==> src/rtl/drive_pc_pkg.sv <==
`default_nettype none
// +--------------------------------------------------------------------------+
// | drive_pc_pkg : shared types and default sizes for the drive PC sequencer  |
// | Rev 1.0                                                                   |
// +--------------------------------------------------------------------------+
package drive_pc_pkg;

  localparam int DEF_PC_WIDTH   = 11;
  localparam int DEF_NUM_CH     = 4;
  localparam int DEF_LOOP_WIDTH = 8;

  typedef enum logic [1:0] {
    ST_IDLE  = 2'd0,
    ST_PRIME = 2'd1,
    ST_RUN   = 2'd2,
    ST_DONE  = 2'd3
  } drive_state_e;

endpackage : drive_pc_pkg
`default_nettype wire

==> src/rtl/drive_pc_ch.sv <==
`default_nettype none
// +--------------------------------------------------------------------------+
// | drive_pc_ch : one drive channel - FSM, PC register, loop counter, flags   |
// | Rev 1.0                                                                   |
// +--------------------------------------------------------------------------+
module drive_pc_ch
  import drive_pc_pkg::*;
#(
  parameter int PC_WIDTH   = DEF_PC_WIDTH,
  parameter int LOOP_WIDTH = DEF_LOOP_WIDTH
) (
  input  logic                  clk,
  input  logic                  rst,
  input  logic                  start,
  input  logic [PC_WIDTH-1:0]   start_pc,
  input  logic                  halt,
  input  logic                  update_pc,
  input  logic                  jump_en,
  input  logic                  loop_back,
  input  logic [PC_WIDTH-1:0]   target_pc,
  input  logic                  loop_load,
  input  logic [LOOP_WIDTH-1:0] loop_count,
  output logic [PC_WIDTH-1:0]   pc,
  output logic                  busy,
  output logic                  loop_done,
  output logic                  overflow
);

  localparam logic [LOOP_WIDTH-1:0] C_CNT_ONE = {{(LOOP_WIDTH-1){1'b0}}, 1'b1};
  localparam logic [PC_WIDTH:0]     C_PC_ONE  = {{PC_WIDTH{1'b0}}, 1'b1};

  drive_state_e          r_state;
  drive_state_e          w_state_nxt;
  logic [PC_WIDTH-1:0]   r_pc;
  logic [PC_WIDTH-1:0]   w_pc_nxt;
  logic [LOOP_WIDTH-1:0] r_cnt;
  logic [LOOP_WIDTH-1:0] w_cnt_nxt;
  logic                  r_done;
  logic                  w_done_nxt;
  logic                  r_ovf;
  logic                  w_ovf_nxt;
  logic [PC_WIDTH:0]     w_pc_inc;

  // Extra MSB carries the wrap out of the all-ones PC.
  assign w_pc_inc = {1'b0, r_pc} + C_PC_ONE;

  always_ff @(posedge clk) begin
    if (rst) begin
      r_state <= ST_IDLE;
      r_pc    <= '0;
      r_cnt   <= '0;
      r_done  <= 1'b0;
      r_ovf   <= 1'b0;
    end else begin
      r_state <= w_state_nxt;
      r_pc    <= w_pc_nxt;
      r_cnt   <= w_cnt_nxt;
      r_done  <= w_done_nxt;
      r_ovf   <= w_ovf_nxt;
    end
  end

  always_comb begin
    w_state_nxt = r_state;
    w_pc_nxt    = r_pc;
    w_cnt_nxt   = r_cnt;
    w_done_nxt  = 1'b0;
    w_ovf_nxt   = r_ovf;

    if (start) begin
      w_state_nxt = ST_PRIME;
      w_pc_nxt    = start_pc;
      w_ovf_nxt   = 1'b0;
    end else if (halt && (r_state == ST_PRIME || r_state == ST_RUN)) begin
      w_state_nxt = ST_DONE;
    end else if (update_pc) begin
      case (r_state)
        ST_PRIME: w_state_nxt = ST_RUN;
        ST_RUN: begin
          if (jump_en) begin
            w_pc_nxt = target_pc;
          end else if (loop_back && (r_cnt != '0)) begin
            w_pc_nxt  = target_pc;
            w_cnt_nxt = r_cnt - C_CNT_ONE;
          end else begin
            w_pc_nxt   = w_pc_inc[PC_WIDTH-1:0];
            w_ovf_nxt  = r_ovf | w_pc_inc[PC_WIDTH];
            w_done_nxt = loop_back;
          end
        end
        default: ;
      endcase
    end

    // A coincident load overrides any decrement; the branch above saw the old count.
    if (loop_load) begin
      w_cnt_nxt = loop_count;
    end
  end

  assign pc        = r_pc;
  assign busy      = (r_state == ST_PRIME) || (r_state == ST_RUN);
  assign loop_done = r_done;
  assign overflow  = r_ovf;

endmodule : drive_pc_ch
`default_nettype wire

==> src/rtl/drive_pc_seq.sv <==
`default_nettype none
// +--------------------------------------------------------------------------+
// | drive_pc_seq : multi-channel drive program-counter sequencer             |
// | Rev 1.0                                                                   |
// +--------------------------------------------------------------------------+
module drive_pc_seq
  import drive_pc_pkg::*;
#(
  parameter int PC_WIDTH   = DEF_PC_WIDTH,
  parameter int NUM_CH     = DEF_NUM_CH,
  parameter int LOOP_WIDTH = DEF_LOOP_WIDTH
) (
  input  logic                         clk,
  input  logic                         rst,
  input  logic [NUM_CH-1:0]            start,
  input  logic [NUM_CH*PC_WIDTH-1:0]   start_pc,
  input  logic [NUM_CH-1:0]            halt,
  input  logic [NUM_CH-1:0]            update_pc,
  input  logic [NUM_CH-1:0]            jump_en,
  input  logic [NUM_CH-1:0]            loop_back,
  input  logic [NUM_CH*PC_WIDTH-1:0]   target_pc,
  input  logic [NUM_CH-1:0]            loop_load,
  input  logic [NUM_CH*LOOP_WIDTH-1:0] loop_count,
  output logic [NUM_CH*PC_WIDTH-1:0]   pc,
  output logic [NUM_CH-1:0]            busy,
  output logic [NUM_CH-1:0]            loop_done,
  output logic [NUM_CH-1:0]            overflow
);

  for (genvar c = 0; c < NUM_CH; c++) begin : g_ch
    drive_pc_ch #(
      .PC_WIDTH   (PC_WIDTH),
      .LOOP_WIDTH (LOOP_WIDTH)
    ) u_ch (
      .clk        (clk),
      .rst        (rst),
      .start      (start[c]),
      .start_pc   (start_pc[c*PC_WIDTH +: PC_WIDTH]),
      .halt       (halt[c]),
      .update_pc  (update_pc[c]),
      .jump_en    (jump_en[c]),
      .loop_back  (loop_back[c]),
      .target_pc  (target_pc[c*PC_WIDTH +: PC_WIDTH]),
      .loop_load  (loop_load[c]),
      .loop_count (loop_count[c*LOOP_WIDTH +: LOOP_WIDTH]),
      .pc         (pc[c*PC_WIDTH +: PC_WIDTH]),
      .busy       (busy[c]),
      .loop_done  (loop_done[c]),
      .overflow   (overflow[c])
    );
  end : g_ch

endmodule : drive_pc_seq
`default_nettype wire

==> config.mk <==
export PLATFORM = sky130hd
export DESIGN_NAME = drive_pc_seq
export DESIGN_NICKNAME = d
export VERILOG_FILES = /design/src/rtl/drive_pc_pkg.sv /design/src/rtl/drive_pc_ch.sv /design/src/rtl/drive_pc_seq.sv
export SDC_FILE = /design/constraint.sdc
export NUM_CORES = 1
export LEC_CHECK = 0
export CAP_MARGIN = 15
export CORE_AREA = 2 2 121 123
export DETAILED_ROUTE_END_ITERATION = 8
export DIE_AREA = 0 0 123 125
export PLACE_DENSITY = 0.84
export SYNTH_ARGS = -nofsm -noshare
export SYNTH_HDL_FRONTEND = slang
export SYNTH_HIERARCHICAL = 1
export SYNTH_SLANG_ARGS = --single-unit
==> constraint.sdc <==
create_clock -name clk -period 2.7 [get_ports clk]
set_clock_uncertainty 0.2 [all_clocks]
set_input_delay 0.54 -clock clk [delete_from_list [all_inputs] [get_ports clk]]
set_output_delay 0.54 -clock clk [all_outputs]
set_load 0.05 [all_outputs]
==> run_results.csv, run 1 <==
group,metric,value,unit
outcome,status,"finished, final reports clean",
layout,finalNetCount,1098,
grt,overflow,0,
die,die-area,15400,um^2
critical_path,cpPeakStageDelay,900,ps
timing,slew_headroom,0.542,
route,route.detailed.drc,0,
yosys,synth.net_count,902,
layout,final_cell_mix,"clkdlybuf4s50_1, dfxtp_1, nor2_1, a21oi_1, inv_1",
clock_tree,clockRootBuffer,"clkbuf_16",
pwr,p_leak,0.00316,uW
timing,timing.fmax,407,MHz
die,die_width,123,um
die,core,14200,um^2
die,boundaryPins,202,
route,drt_iter0_markers,411,
critical_path,crit_family,"buffers and inverters",
critical_path,startpoint_type,"flip-flop",
clock_tree,clock_latency,340,ps
min_path,holdPathStages,1,
timing,finalSetupTns,0,ps
critical_path,reg2reg_from,"g_ch[2].u_ch/r_state[0]$_SDFFE_PP0P_",
layout,instances_no_fill,1122,
clock_tree,cts_made_buffers,9,
critical_path,reg2reg_slack,430,ps
timing,slew_violations,0,
grt,antenna_found_initial,1,
timing,tightestPinTransition,688,ps
route,final_antenna_net_count,0,
critical_path,worstSetupPathType,"reg2out",
run,cap_violations,0,
timing,hold_viol_final,0,
critical_path,crit_chain,"clkdlybuf4s50_1",
yosys,avgSynthCellArea,8.49,um^2
yosys,synth-main-ff-cell,"dfxtp_1",
min_path,hp-class,"reg2reg",
critical_path,cp-end-kind,"output port",
grt,grt_max_degree,58,
route,avgRoutedWirePerCell,16.4,um
critical_path,timing.critical_path.from,"g_ch[1].u_ch/pc[2]$_SDFFE_PP0P_",
timing,period_share,0.909,
clock_tree,path_clk_slew,60,ps
clock_tree,htreeDepth,3,
layout,final_common_cell,"clkdlybuf4s50_1",
route,vias,6378,
grt,grt_usage,0.239,
placement,dp_hpwl,13700,um
clock_tree,cts_sinks,92,
yosys,synth_seq_area_share,0.295,
critical_path,path_depth,1,
yosys,ys_ff_latch,92,
route,via_per_inst,5.68,
critical_path,cp.arrival,1720,ps
pwr,pwr_density_cell,446,nW/um^2
route,dr.pass1.iters,4,
die,placementRows,44,
critical_path,critPathSlowestCell,"clkdlybuf4s50_1",
placement,dp.cells,1105,
yosys,synth_cells,736,
yosys,ys_types,60,
die,die_height,125,um
timing,rsz0062_at_grt,"false",
grt,grt_pass1_vias,6103,
route,wirelength,18400,um
timing,finalCriticalPeriod,2460,ps
critical_path,path_buf_inv,1,
clock_tree,cts_buffer_depth,2,
pwr,ir_worst_vdd,0.289,mV
critical_path,crit_fanout,7,
yosys,yosysWarnings,6,
critical_path,critPathRequiredTime,1960,ps
clock_tree,cts_tree,"done",
grt,grt_pass1_wl,29800,um
timing,setup_viol,0,
yosys,synth_edf_count,0,
layout,layout-drive-gt1-share,0.0993,
yosys,syn-cell-area,6250,um^2
placement,portBuffers,201,
critical_path,reg2regPathDepth,7,
layout,syn_to_final_growth,39.7,%
critical_path,r2r-end,"g_ch[2].u_ch/pc[8]$_SDFFE_PP0P_",
yosys,synth_async_sr_flop_share,0,
critical_path,critical_path.endpoint,"pc[13]",
layout,utilization,0.615,
placement,globalplace.congestion,0.883,
die,initial_utilization,0.440,
-- flip-flops by register name, summed over array words and instances (netlist names) --
name                 cells
g_ch.u_ch/overflow       4
g_ch.u_ch/r_state        8
g_ch.u_ch/r_cnt         32
g_ch.u_ch/loop_done      4
g_ch.u_ch/pc            44
-- timing repair --
item | in CTS | in global routing
resized for setup | 1 | 2
hold buffers | 0 | 0
endpoints found under the setup margin | 1 | 2
setup buffers | 0 | 0
-- cell usage after synthesis, types with 19 or more instances --
master	number	share of area
nand4_1	19	0.019
nor2_1	78	0.047
inv_1	38	0.023
a21oi_1	58	0.046
ha_1	20	0.040
xnor2_1	27	0.038
nand3_1	34	0.027
nor3_1	21	0.017
nand2_1	29	0.017
a211oi_1	30	0.036
clkbuf_1	27	0.016
xor2_1	29	0.041
dfxtp_1	92	0.29
-- layout make-up --
class	count	area, um^2
multi-input combinational	569	4060
clock buffer	14	254
fill	1239	5470
tap	184	230
antenna	1	2.50
sequential	92	1840
clock inverter	2	10.0
inverter	38	143
timing repair buffer	222	2190
-- report_power, final --
part | switching [uW] | internal, uW
sequential | 130 | 1450
clock | 535 | 649
combinational | 603 | 527
-- worst min path at each step --
stage	start	to	slack (ps)
after floorplan	g_ch[0].u_ch/r_state[0]$_SDFFE_PP0P_	g_ch[0].u_ch/r_state[0]$_SDFFE_PP0P_	250
final	g_ch[2].u_ch/overflow$_SDFFE_PP0P_	g_ch[2].u_ch/overflow$_SDFFE_PP0P_	270
after global placement	g_ch[1].u_ch/overflow$_SDFFE_PP0P_	g_ch[1].u_ch/overflow$_SDFFE_PP0P_	260
after global routing	g_ch[2].u_ch/overflow$_SDFFE_PP0P_	g_ch[2].u_ch/overflow$_SDFFE_PP0P_	320
after CTS	g_ch[2].u_ch/overflow$_SDFFE_PP0P_	g_ch[2].u_ch/overflow$_SDFFE_PP0P_	280
after detailed placement	g_ch[1].u_ch/overflow$_SDFFE_PP0P_	g_ch[1].u_ch/overflow$_SDFFE_PP0P_	260
-- per-stage QoR --
step	total power, uW	setup WS [ps]	hold slack (ps)	area, um^2
final	3890	245	274	8730
after global routing	4090	205	318	8730
after CTS	3920	0.958	281	8720
after detailed placement	2730	143	256	8460
after global placement	2710	241	264	8460
after floorplan	2270	556	254	6250
-- cell families (layout without fill, tap and decap cells) --
logic type | Yosys count | count (layout) | share of synthesized area
simple gates | 278 | 278 | 0.263
other cells | 0 | 1 | 0
mux | 12 | 12 | 0.0192
flops | 92 | 92 | 0.295
buf+inv | 75 | 276 | 0.0564
fa+ha+maj | 20 | 20 | 0.0400
compound gates | 203 | 203 | 0.248
xor+xnor | 56 | 56 | 0.0785
-- per-layer routing --
metal  wire length, um  vias to the layer above  global-route usage
li1                  -                     3128                   -
met1              7880                     2989               0.306
met2              8780                      231               0.392
met3              1380                       30              0.0493
met4               376                        0              0.0889
met5                 0                        -                   0
(Power assumes the default switching activity.)
==> inputs of run 2 (changes only) <==
--- a/config.mk
+++ b/config.mk
@@ -10,6 +10,7 @@
 export DETAILED_ROUTE_END_ITERATION = 8
 export DIE_AREA = 0 0 123 125
 export PLACE_DENSITY = 0.84
+export SKIP_LAST_GASP = 1
 export SYNTH_ARGS = -nofsm -noshare
 export SYNTH_HDL_FRONTEND = slang
 export SYNTH_HIERARCHICAL = 1
==> results of run 2 <==
Final layout, timing and power as in run 1 (identical DEF).
